$ cat src/rtl/fetch_if.sv
// Fetch front-end bundle: instruction-memory req/ack, decode valid/ready and redirect.
// The fetch unit takes the master side; memory, decode and branch logic take the slave side.
interface fetch_if #(
    parameter int XLEN  = 32,
    parameter int ILEN  = 32,
    parameter int DEPTH = 4
);
    localparam int CW = $clog2(DEPTH) + 1;

    logic            imem_req;
    logic [XLEN-1:0] imem_addr;
    logic            imem_ack;
    logic [ILEN-1:0] imem_rdata;
    logic            inst_valid;
    logic            inst_ready;
    logic [ILEN-1:0] inst_data;
    logic [XLEN-1:0] inst_pc;
    logic            redirect;
    logic [XLEN-1:0] redirect_pc;
    logic [CW-1:0]   fifo_count;

    modport master (
        output imem_req, imem_addr, inst_valid, inst_data, inst_pc, fifo_count,
        input  imem_ack, imem_rdata, inst_ready, redirect, redirect_pc
    );

    modport slave (
        input  imem_req, imem_addr, inst_valid, inst_data, inst_pc, fifo_count,
        output imem_ack, imem_rdata, inst_ready, redirect, redirect_pc
    );
endinterface

$ cat src/rtl/fetch_unit.sv
// Instruction fetch front end: PC generator, single-outstanding imem handshake,
// FWFT prefetch FIFO of {pc, inst} pairs and redirect flush of queued/in-flight words.
module fetch_unit #(
    parameter int              XLEN     = 32,
    parameter int              ILEN     = 32,
    parameter int              DEPTH    = 4,
    parameter logic [XLEN-1:0] RESET_PC = '0,
    parameter logic [XLEN-1:0] PC_STEP  = XLEN'(4)
) (
    input  logic   clk,
    input  logic   reset,
    fetch_if.master io_bus
);
    localparam int            AW      = $clog2(DEPTH);
    localparam int            CW      = AW + 1;
    localparam logic [CW-1:0] DEPTH_C = CW'(DEPTH);

    // IDLE: no request, waiting for FIFO space | FETCH: request at fpc | DROP: discard in-flight word
    typedef enum logic [1:0] {S_IDLE, S_FETCH, S_DROP} state_t;

    state_t          r_state;
    state_t          w_state_next;
    logic            r_req;
    logic [XLEN-1:0] r_fpc;
    logic [XLEN-1:0] w_fpc_next;
    logic [XLEN-1:0] r_pend_pc;
    logic [XLEN-1:0] w_pend_next;

    logic [XLEN-1:0] r_mem_pc   [DEPTH];
    logic [ILEN-1:0] r_mem_inst [DEPTH];
    logic [AW-1:0]   r_wptr;
    logic [AW-1:0]   r_rptr;
    logic [CW-1:0]   r_count;
    logic [CW-1:0]   w_count_next;

    logic w_valid;
    logic w_ack;
    logic w_push;
    logic w_pop;
    logic w_space;

    assign w_valid = (r_count != '0);
    assign w_ack   = r_req && io_bus.imem_ack;
    assign w_pop   = w_valid && io_bus.inst_ready && !io_bus.redirect;
    assign w_push  = (r_state == S_FETCH) && w_ack && !io_bus.redirect;

    always_comb begin
        w_count_next = r_count;
        if (io_bus.redirect)
            w_count_next = '0;
        else if (w_push && !w_pop)
            w_count_next = r_count + CW'(1);
        else if (!w_push && w_pop)
            w_count_next = r_count - CW'(1);
    end

    // Room left after this cycle keeps one slot free for the word a new request will return.
    assign w_space = (w_count_next < DEPTH_C);

    always_ff @(posedge clk or posedge reset) begin
        if (reset) begin
            r_state <= S_IDLE;
            r_req   <= 1'b0;
        end else begin
            r_state <= w_state_next;
            r_req   <= (w_state_next != S_IDLE);
        end
    end

    always_comb begin
        w_state_next = r_state;
        w_fpc_next   = r_fpc;
        w_pend_next  = r_pend_pc;
        unique case (r_state)
            S_IDLE: begin
                if (io_bus.redirect) begin
                    w_fpc_next   = io_bus.redirect_pc;
                    w_state_next = S_FETCH;
                end else if (w_space) begin
                    w_state_next = S_FETCH;
                end
            end
            S_FETCH: begin
                if (w_ack) begin
                    if (io_bus.redirect) begin
                        w_fpc_next = io_bus.redirect_pc;
                    end else begin
                        w_fpc_next = r_fpc + PC_STEP;
                        if (!w_space)
                            w_state_next = S_IDLE;
                    end
                end else if (io_bus.redirect) begin
                    w_pend_next  = io_bus.redirect_pc;
                    w_state_next = S_DROP;
                end
            end
            S_DROP: begin
                if (w_ack) begin
                    w_fpc_next   = io_bus.redirect ? io_bus.redirect_pc : r_pend_pc;
                    w_state_next = S_FETCH;
                end else if (io_bus.redirect) begin
                    w_pend_next = io_bus.redirect_pc;
                end
            end
            default: w_state_next = S_IDLE;
        endcase
    end

    always_comb begin
        io_bus.imem_req   = r_req;
        io_bus.imem_addr  = r_req ? r_fpc : '0;
        io_bus.inst_valid = w_valid;
        io_bus.inst_data  = w_valid ? r_mem_inst[r_rptr] : '0;
        io_bus.inst_pc    = w_valid ? r_mem_pc[r_rptr] : '0;
        io_bus.fifo_count = r_count;
    end

    always_ff @(posedge clk or posedge reset) begin
        if (reset) begin
            r_fpc     <= RESET_PC;
            r_pend_pc <= '0;
            r_wptr    <= '0;
            r_rptr    <= '0;
            r_count   <= '0;
        end else begin
            r_fpc     <= w_fpc_next;
            r_pend_pc <= w_pend_next;
            r_count   <= w_count_next;
            if (io_bus.redirect) begin
                r_wptr <= '0;
                r_rptr <= '0;
            end else begin
                if (w_push)
                    r_wptr <= r_wptr + AW'(1);
                if (w_pop)
                    r_rptr <= r_rptr + AW'(1);
            end
        end
    end

    always_ff @(posedge clk) begin
        if (w_push) begin
            r_mem_pc[r_wptr]   <= r_fpc;
            r_mem_inst[r_wptr] <= io_bus.imem_rdata;
        end
    end
endmodule

$ cat src/flat_wrapper.sv
// flat-port wrapper written by rule: the top's interface ports become plain ports
module fetch_unit_flat 
#(
    parameter int              XLEN     = 32,
    parameter int              ILEN     = 32,
    parameter int              DEPTH    = 4,
    parameter logic [XLEN-1:0] RESET_PC = '0,
    parameter logic [XLEN-1:0] PC_STEP  = XLEN'(4)
)
  (clk, reset, io_bus_imem_req, io_bus_imem_addr, io_bus_inst_valid, io_bus_inst_data, io_bus_inst_pc, io_bus_fifo_count, io_bus_imem_ack, io_bus_imem_rdata, io_bus_inst_ready, io_bus_redirect, io_bus_redirect_pc);
  fetch_if #(.XLEN(XLEN), .ILEN(ILEN), .DEPTH(DEPTH)) io_bus_i ();
  input  logic clk;
  input  logic reset;
  output wire logic [$bits(io_bus_i.imem_req)-1:0] io_bus_imem_req;
  output wire logic [$bits(io_bus_i.imem_addr)-1:0] io_bus_imem_addr;
  output wire logic [$bits(io_bus_i.inst_valid)-1:0] io_bus_inst_valid;
  output wire logic [$bits(io_bus_i.inst_data)-1:0] io_bus_inst_data;
  output wire logic [$bits(io_bus_i.inst_pc)-1:0] io_bus_inst_pc;
  output wire logic [$bits(io_bus_i.fifo_count)-1:0] io_bus_fifo_count;
  input wire logic [$bits(io_bus_i.imem_ack)-1:0] io_bus_imem_ack;
  input wire logic [$bits(io_bus_i.imem_rdata)-1:0] io_bus_imem_rdata;
  input wire logic [$bits(io_bus_i.inst_ready)-1:0] io_bus_inst_ready;
  input wire logic [$bits(io_bus_i.redirect)-1:0] io_bus_redirect;
  input wire logic [$bits(io_bus_i.redirect_pc)-1:0] io_bus_redirect_pc;
  assign io_bus_imem_req = io_bus_i.imem_req;
  assign io_bus_imem_addr = io_bus_i.imem_addr;
  assign io_bus_inst_valid = io_bus_i.inst_valid;
  assign io_bus_inst_data = io_bus_i.inst_data;
  assign io_bus_inst_pc = io_bus_i.inst_pc;
  assign io_bus_fifo_count = io_bus_i.fifo_count;
  assign io_bus_i.imem_ack = io_bus_imem_ack;
  assign io_bus_i.imem_rdata = io_bus_imem_rdata;
  assign io_bus_i.inst_ready = io_bus_inst_ready;
  assign io_bus_i.redirect = io_bus_redirect;
  assign io_bus_i.redirect_pc = io_bus_redirect_pc;
  fetch_unit #(.XLEN(XLEN), .ILEN(ILEN), .DEPTH(DEPTH), .RESET_PC(RESET_PC), .PC_STEP(PC_STEP)) u_core (.clk(clk), .reset(reset), .io_bus(io_bus_i));
endmodule
$ cat config.mk
export PLATFORM = sky130hd
export DESIGN_NAME = fetch_unit_flat
export DESIGN_NICKNAME = d
export VERILOG_FILES = /design/src/rtl/fetch_if.sv /design/src/rtl/fetch_unit.sv /design/src/flat_wrapper.sv
export SDC_FILE = /design/constraint.sdc
export NUM_CORES = 1
export LEC_CHECK = 0
export CAP_MARGIN = 25
export CORE_MARGIN = 10
export CORE_UTILIZATION = 30
export CTS_CLUSTER_SIZE = 8
export DETAILED_ROUTE_END_ITERATION = 10
export PLACE_DENSITY = 0.6
export RECOVER_POWER = 25
export SYNTH_ARGS = -nofsm -noshare
export SYNTH_HDL_FRONTEND = slang
export SYNTH_SLANG_ARGS = --single-unit
$ cat constraint.sdc
create_clock -name clk -period 3.7 [get_ports clk]
set_clock_uncertainty 0.15 [all_clocks]
set_input_delay 0.74 -clock clk [delete_from_list [all_inputs] [get_ports clk]]
set_output_delay 0.74 -clock clk [all_outputs]
set_load 0.01 [all_outputs]
Word-level counts from Yosys, hierarchy flattened:

Memory sizes are Yosys's and may differ from the RTL's.
Cells that the tools add are included.

* flip-flop bits (word level): 74
* bits in writable memories: 256
* bits of input ports: 69
* output and inout bits: 101
* logic and storage cells: 66
* memories kept: 2

Memories
* u_core.r_mem_inst: words 4, width 32, read ports 1, clocked after memory_dff 0, write ports 1, RTL line fetch_unit.sv:30 `logic [ILEN-1:0] r_mem_inst [DEPTH];`
* u_core.r_mem_pc: words 4, width 32, read ports 1, clocked after memory_dff 0, write ports 1, RTL line fetch_unit.sv:29 `logic [XLEN-1:0] r_mem_pc [DEPTH];`

* add/subtract/negate cells: 5
* order comparisons: 1
* eq/ne operators: 5
* multiplexer cells: 26
* bitwise operators: 1
* reduce and logical (&&, ||, !) cells: 19

Operators by type and width (number)
* 32-bit 2-to-1 mux: 8
* 32-bit case mux with 3 select lines: 1
* 32-bit by 3-bit adder with 32-bit output (second input constant): 1
* 2-bit 2-to-1 mux: 11
* 3-bit 2-to-1 mux: 3
* 1-bit logical AND: 7
* 2-bit case mux with 3 select lines: 1
* 2-bit nonzero test: 3
* 3-bit nonzero test: 2
* 2-bit by 1-bit adder with 2-bit output (second input constant): 2
* 2-bit by 1-bit inequality test with 1-bit output (second input constant): 2
* 4-bit AND reduction: 1
* 3-bit by 1-bit adder with 3-bit output (second input constant): 1
* 1-bit logical NOT: 3
* 3-bit < comparator (second input constant): 1
* 3-bit by 1-bit subtractor with 3-bit output (second input constant): 1
* 2-bit by 1-bit equality test with 1-bit output (second input constant): 1
* 2-bit equality test (second input constant): 1
* 2-bit logical NOT: 1
* 1-bit 2-to-1 mux: 2
* 2-bit inequality test (second input constant): 1
* 2-bit AND reduction: 1
* 2-bit OR reduction: 1
* 1-bit NOT: 1

Depth between registers and ports, before layout:

* depth in word-level cells: 14
* depth in mapped cells: 9

Worst setup path after synthesis:

OpenSTA, ideal clock, no wires.

* kind: input to register
* from: input port io_bus_redirect
* to: memory u_core.r_mem_inst[0][0], enable pin
* arrival: 3067 ps
* required time: 3121 ps
* slack: 54 ps
* stages: 4
* path buffers: 2
* cell sequence: clkbuf_1 > nor2b_1 > clkbuf_1 > and3_1

* cells in the longest elaborated chain, start to end: 4

RTL lines
* start, declared: RTL line flat_wrapper.sv:23 `input wire logic [$bits(io_bus_i.redirect)-1:0] io_bus_redirect;`
* 1-bit logical NOT: RTL line fetch_unit.sv:45 `assign w_push = (r_state == S_FETCH) && w_ack && !io_bus.redirect;`
* 1-bit logical AND: RTL line fetch_unit.sv:45
* 1-bit 2-to-1 mux: RTL line fetch_unit.sv:142 `if (w_push) begin`
* 1-bit 2-to-1 mux (implied by the code): RTL line fetch_unit.sv:144 `r_mem_inst[r_wptr] <= io_bus.imem_rdata;`
* end, declared: RTL line fetch_unit.sv:30

No other way between the ends.

Worst setup path in the final report:

* from: register u_core.r_rptr[0]
* to: output port io_bus_inst_pc[2]

* cells in the longest elaborated chain, start to end: 2

RTL lines
* start, declared: RTL line fetch_unit.sv:32 `logic [AW-1:0] r_rptr;`
* start signal, assigned: RTL line fetch_unit.sv:136 `r_rptr <= r_rptr + AW'(1);`
* memory read 4 x 32 bit
* 32-bit 2-to-1 mux: RTL line fetch_unit.sv:114 `io_bus.inst_pc = w_valid ? r_mem_pc[r_rptr] : '0;`
* end, declared: RTL line flat_wrapper.sv:18 `output wire logic [$bits(io_bus_i.inst_pc)-1:0] io_bus_inst_pc;`

No other way between the ends.

==> results.ini <==
[detailed_routing]
drc = 0
num_vias = 9049
via_per_inst = 5.07
drt_iter0_markers = 813
postRouteAntennaNets = 0
dr.pass1.iters = 5
totalWireLength_mm = 38.6
wire_per_inst_um = 21.6

[sta]
drv_slew = 0
worst_slew_pin_slew_ns = 0.806
finalWorstPathRequiredPeriod_ns = 3.49
fin_ws_ns = 0.208
fmax_mhz = 286
setup_viol = 0
fin_crit_sh = 0.944
max_slew_margin = 0.463
hold_violations = 0
rsz0062_at_grt = no
setup_tns_ns = 0

[grt]
grt_use_met1 = 0.178
overflow = 0
gr-max-usage-layer = met2
grt_pass1_vias = 9337
grt_max_degree = 48
grt_pass1_wl_mm = 59.0
grt_usage = 0.133
grtUsageMet2 = 0.214
met3_usage = 0.0297
antenna_found_initial = 1

[critical_path]
worst-endpoint-arrival_ns = 2.60
critPathLaunchType = flop
cp.required_ns = 2.81
r2r_cells = 8
crit_type = flop to output pin
cp-end-kind = output pin
slowest_stage = mux4_2
cpPeakStageDelay_ns = 0.61
crit_fanout = 19
path_cells = buf_4 > mux4_2 > and2_1 > clkdlybuf4s50_1

[power]
pwr-share-comb = 0.387
p_sw_mw = 5.09
seqPwrFrac = 0.359
clock_power_share = 0.254
switching_share = 0.336
p_leak_nw = 6.26
p_int_mw = 10.1
peakVddDrop_uv = 385
p_per_area_mw_per_mm2 = 820
fin_total_pwr_mw = 15.1

[cts]
h-tree-depth = 2
cts_made_buffers = 47
clk_latency_ns = 0.53
clock_path_buffers = 3
clock-sinks = 330
cts_tree = yes
cts_root_buffer = clkbuf_16
clk_pin_slew_ns = 0.05

[placed_design]
place_ws_ns = 0.537
dp_cells = 1715
place.gp.congestion = 0.831
io_buffers = 169
dp_hpwl_mm = 25.5

[logic_synthesis]
yosysSeqAreaShare = 0.657
synth_edf_count = 256
synth_area_per_cell_um2 = 15.2
ys.flop_type = edfxtp_1
synth_cells = 952
synth-async-reset-ratio = 0.224
synth_nets = 1033
ys_seq_elements = 330
synth_area_mm2 = 0.0145
synth_cell_types = 68
yosys_warnings = 0

[finish]
final_core_util = 0.387
final_cell_mix = edfxtp_1 (256), clkdlybuf4s50_1 (151), and2_1 (99), dfrtp_1 (72), mux4_2 (64)
syn2layout_area_growth_pct = 27.3
final_common_cell = edfxtp_1
fin_cells = 1784
drive_gt1_frac = 0.178
fin_nets = 1230

[min_path]
hold_path_class = flop to flop
hold-path-cell-count = 1

[die]
die_w_um = 240
ioPinCount = 170
core_mm2 = 0.0477
initial_core_util = 0.304
die_y_um = 240
dieArea_mm2 = 0.0576
floorplan.rows = 80

[outcome]
outcome = finished clean

[job]
drv_cap = 0

[layer usage]
layer | routed length [um] | up-vias | share of wire
li1 | - | 4069 | -
met1 | 16900 | 4603 | 0.44
met2 | 18300 | 327 | 0.47
met3 | 2720 | 50 | 0.070
met4 | 687 | 0 | 0.018
met5 | 0 | - | 0
[cells by family after synthesis]
| kind of cell | after synthesis | synth area share |
|---|---|---|
| flip-flops | 330 | 0.657 |
| AND/OR/NAND/NOR | 254 | 0.0988 |
| AO/OA/AOI/OAI | 154 | 0.0715 |
| multiplexers | 103 | 0.129 |
| buffers and inverters | 86 | 0.0247 |
| XOR/XNOR | 13 | 0.00785 |
| adder cells (fa/ha/maj) | 12 | 0.0103 |
[path summary, 6_finish.rpt]
check                                                start                               end  slack [ns]
max in group asynchronous                            reset      u_core.r_rptr[1]$_DFFE_PP0P_        2.27
min reg2reg                u_core.r_pend_pc[4]$_DFFE_PP0P_   u_core.r_pend_pc[4]$_DFFE_PP0P_        0.35
min in group asynchronous                            reset  u_core.r_pend_pc[18]$_DFFE_PP0P_        0.42
max                           u_core.r_rptr[0]$_DFFE_PP0P_                 io_bus_inst_pc[2]        0.21
min                        u_core.r_pend_pc[4]$_DFFE_PP0P_   u_core.r_pend_pc[4]$_DFFE_PP0P_        0.35
max reg2reg                    u_core.r_state[1]$_DFF_PP0_      u_core.r_fpc[31]$_DFFE_PP0P_        0.80
[through the flow]
stage / hold slack (ns) / instance area (um^2)
5_1_grt: 0.364 / 18500
2_1_floorplan: 0.321 / 14500
3_3_place_gp: 0.334 / 17200
4_1_cts: 0.355 / 18500
3_5_place_dp: 0.343 / 17200
6_report: 0.352 / 18500
[power by group through the flow]
stage               logic [mW]  registers, mW  clock network (mW)
global placement          5.90           5.46                   0
finish                    5.86           5.43                3.85
floorplan                 3.56           5.15                   0
global route              6.42           5.52                4.11
detailed placement        5.94           5.50                   0
CTS                       5.98           5.43                3.96
[state kept, by name, summed over array words and instances, names as in the netlist]
register,count
u_core.r_mem_inst,128
u_core.r_mem_pc,128
u_core.r_fpc,32
u_core.r_pend_pc,32
u_core.io_bus.fifo_count,3
u_core.r_rptr,2
u_core.r_state,2
u_core.r_wptr,2
u_core.io_bus.imem_req,1
[worst max-delay path: cells and delay by family (launching register included)]
kind          cells  cell delay (ns)
flops             1             0.42
mux               1             0.61
buf+inv           2             0.86
simple gates      1             0.18
[Yosys cell counts, types with 18 or more instances]
cell | instances | share of area
inv_1 | 25 | 0.0065
mux2_2 | 35 | 0.027
and2_1 | 99 | 0.043
clkbuf_1 | 41 | 0.011
nand2_1 | 35 | 0.0091
mux4_2 | 64 | 0.099
dfrtp_1 | 74 | 0.13
nand3_1 | 18 | 0.0062
nor2_1 | 37 | 0.0096
o21ai_0 | 49 | 0.017
edfxtp_1 | 256 | 0.53
a21oi_1 | 18 | 0.0062
[area by class of cell]
class	instances	area (um^2)
antenna	2	5.00
timing repair buffer	209	2120
tap	615	769
clock inverter	1	7.51
inverter	25	93.8
fill	4448	29300
clock buffer	66	1290
multi-input combinational	536	4640
sequential	330	9550
[timing repair]
action / 4_1_cts / 5_1_grt
setup buffers: 0 / 0
gates resized for setup: 1 / 0
hold buffers: 0 / 0
endpoints found under the setup margin: 2 / 0
No activity file was read; power rests on OpenSTA's default activity.
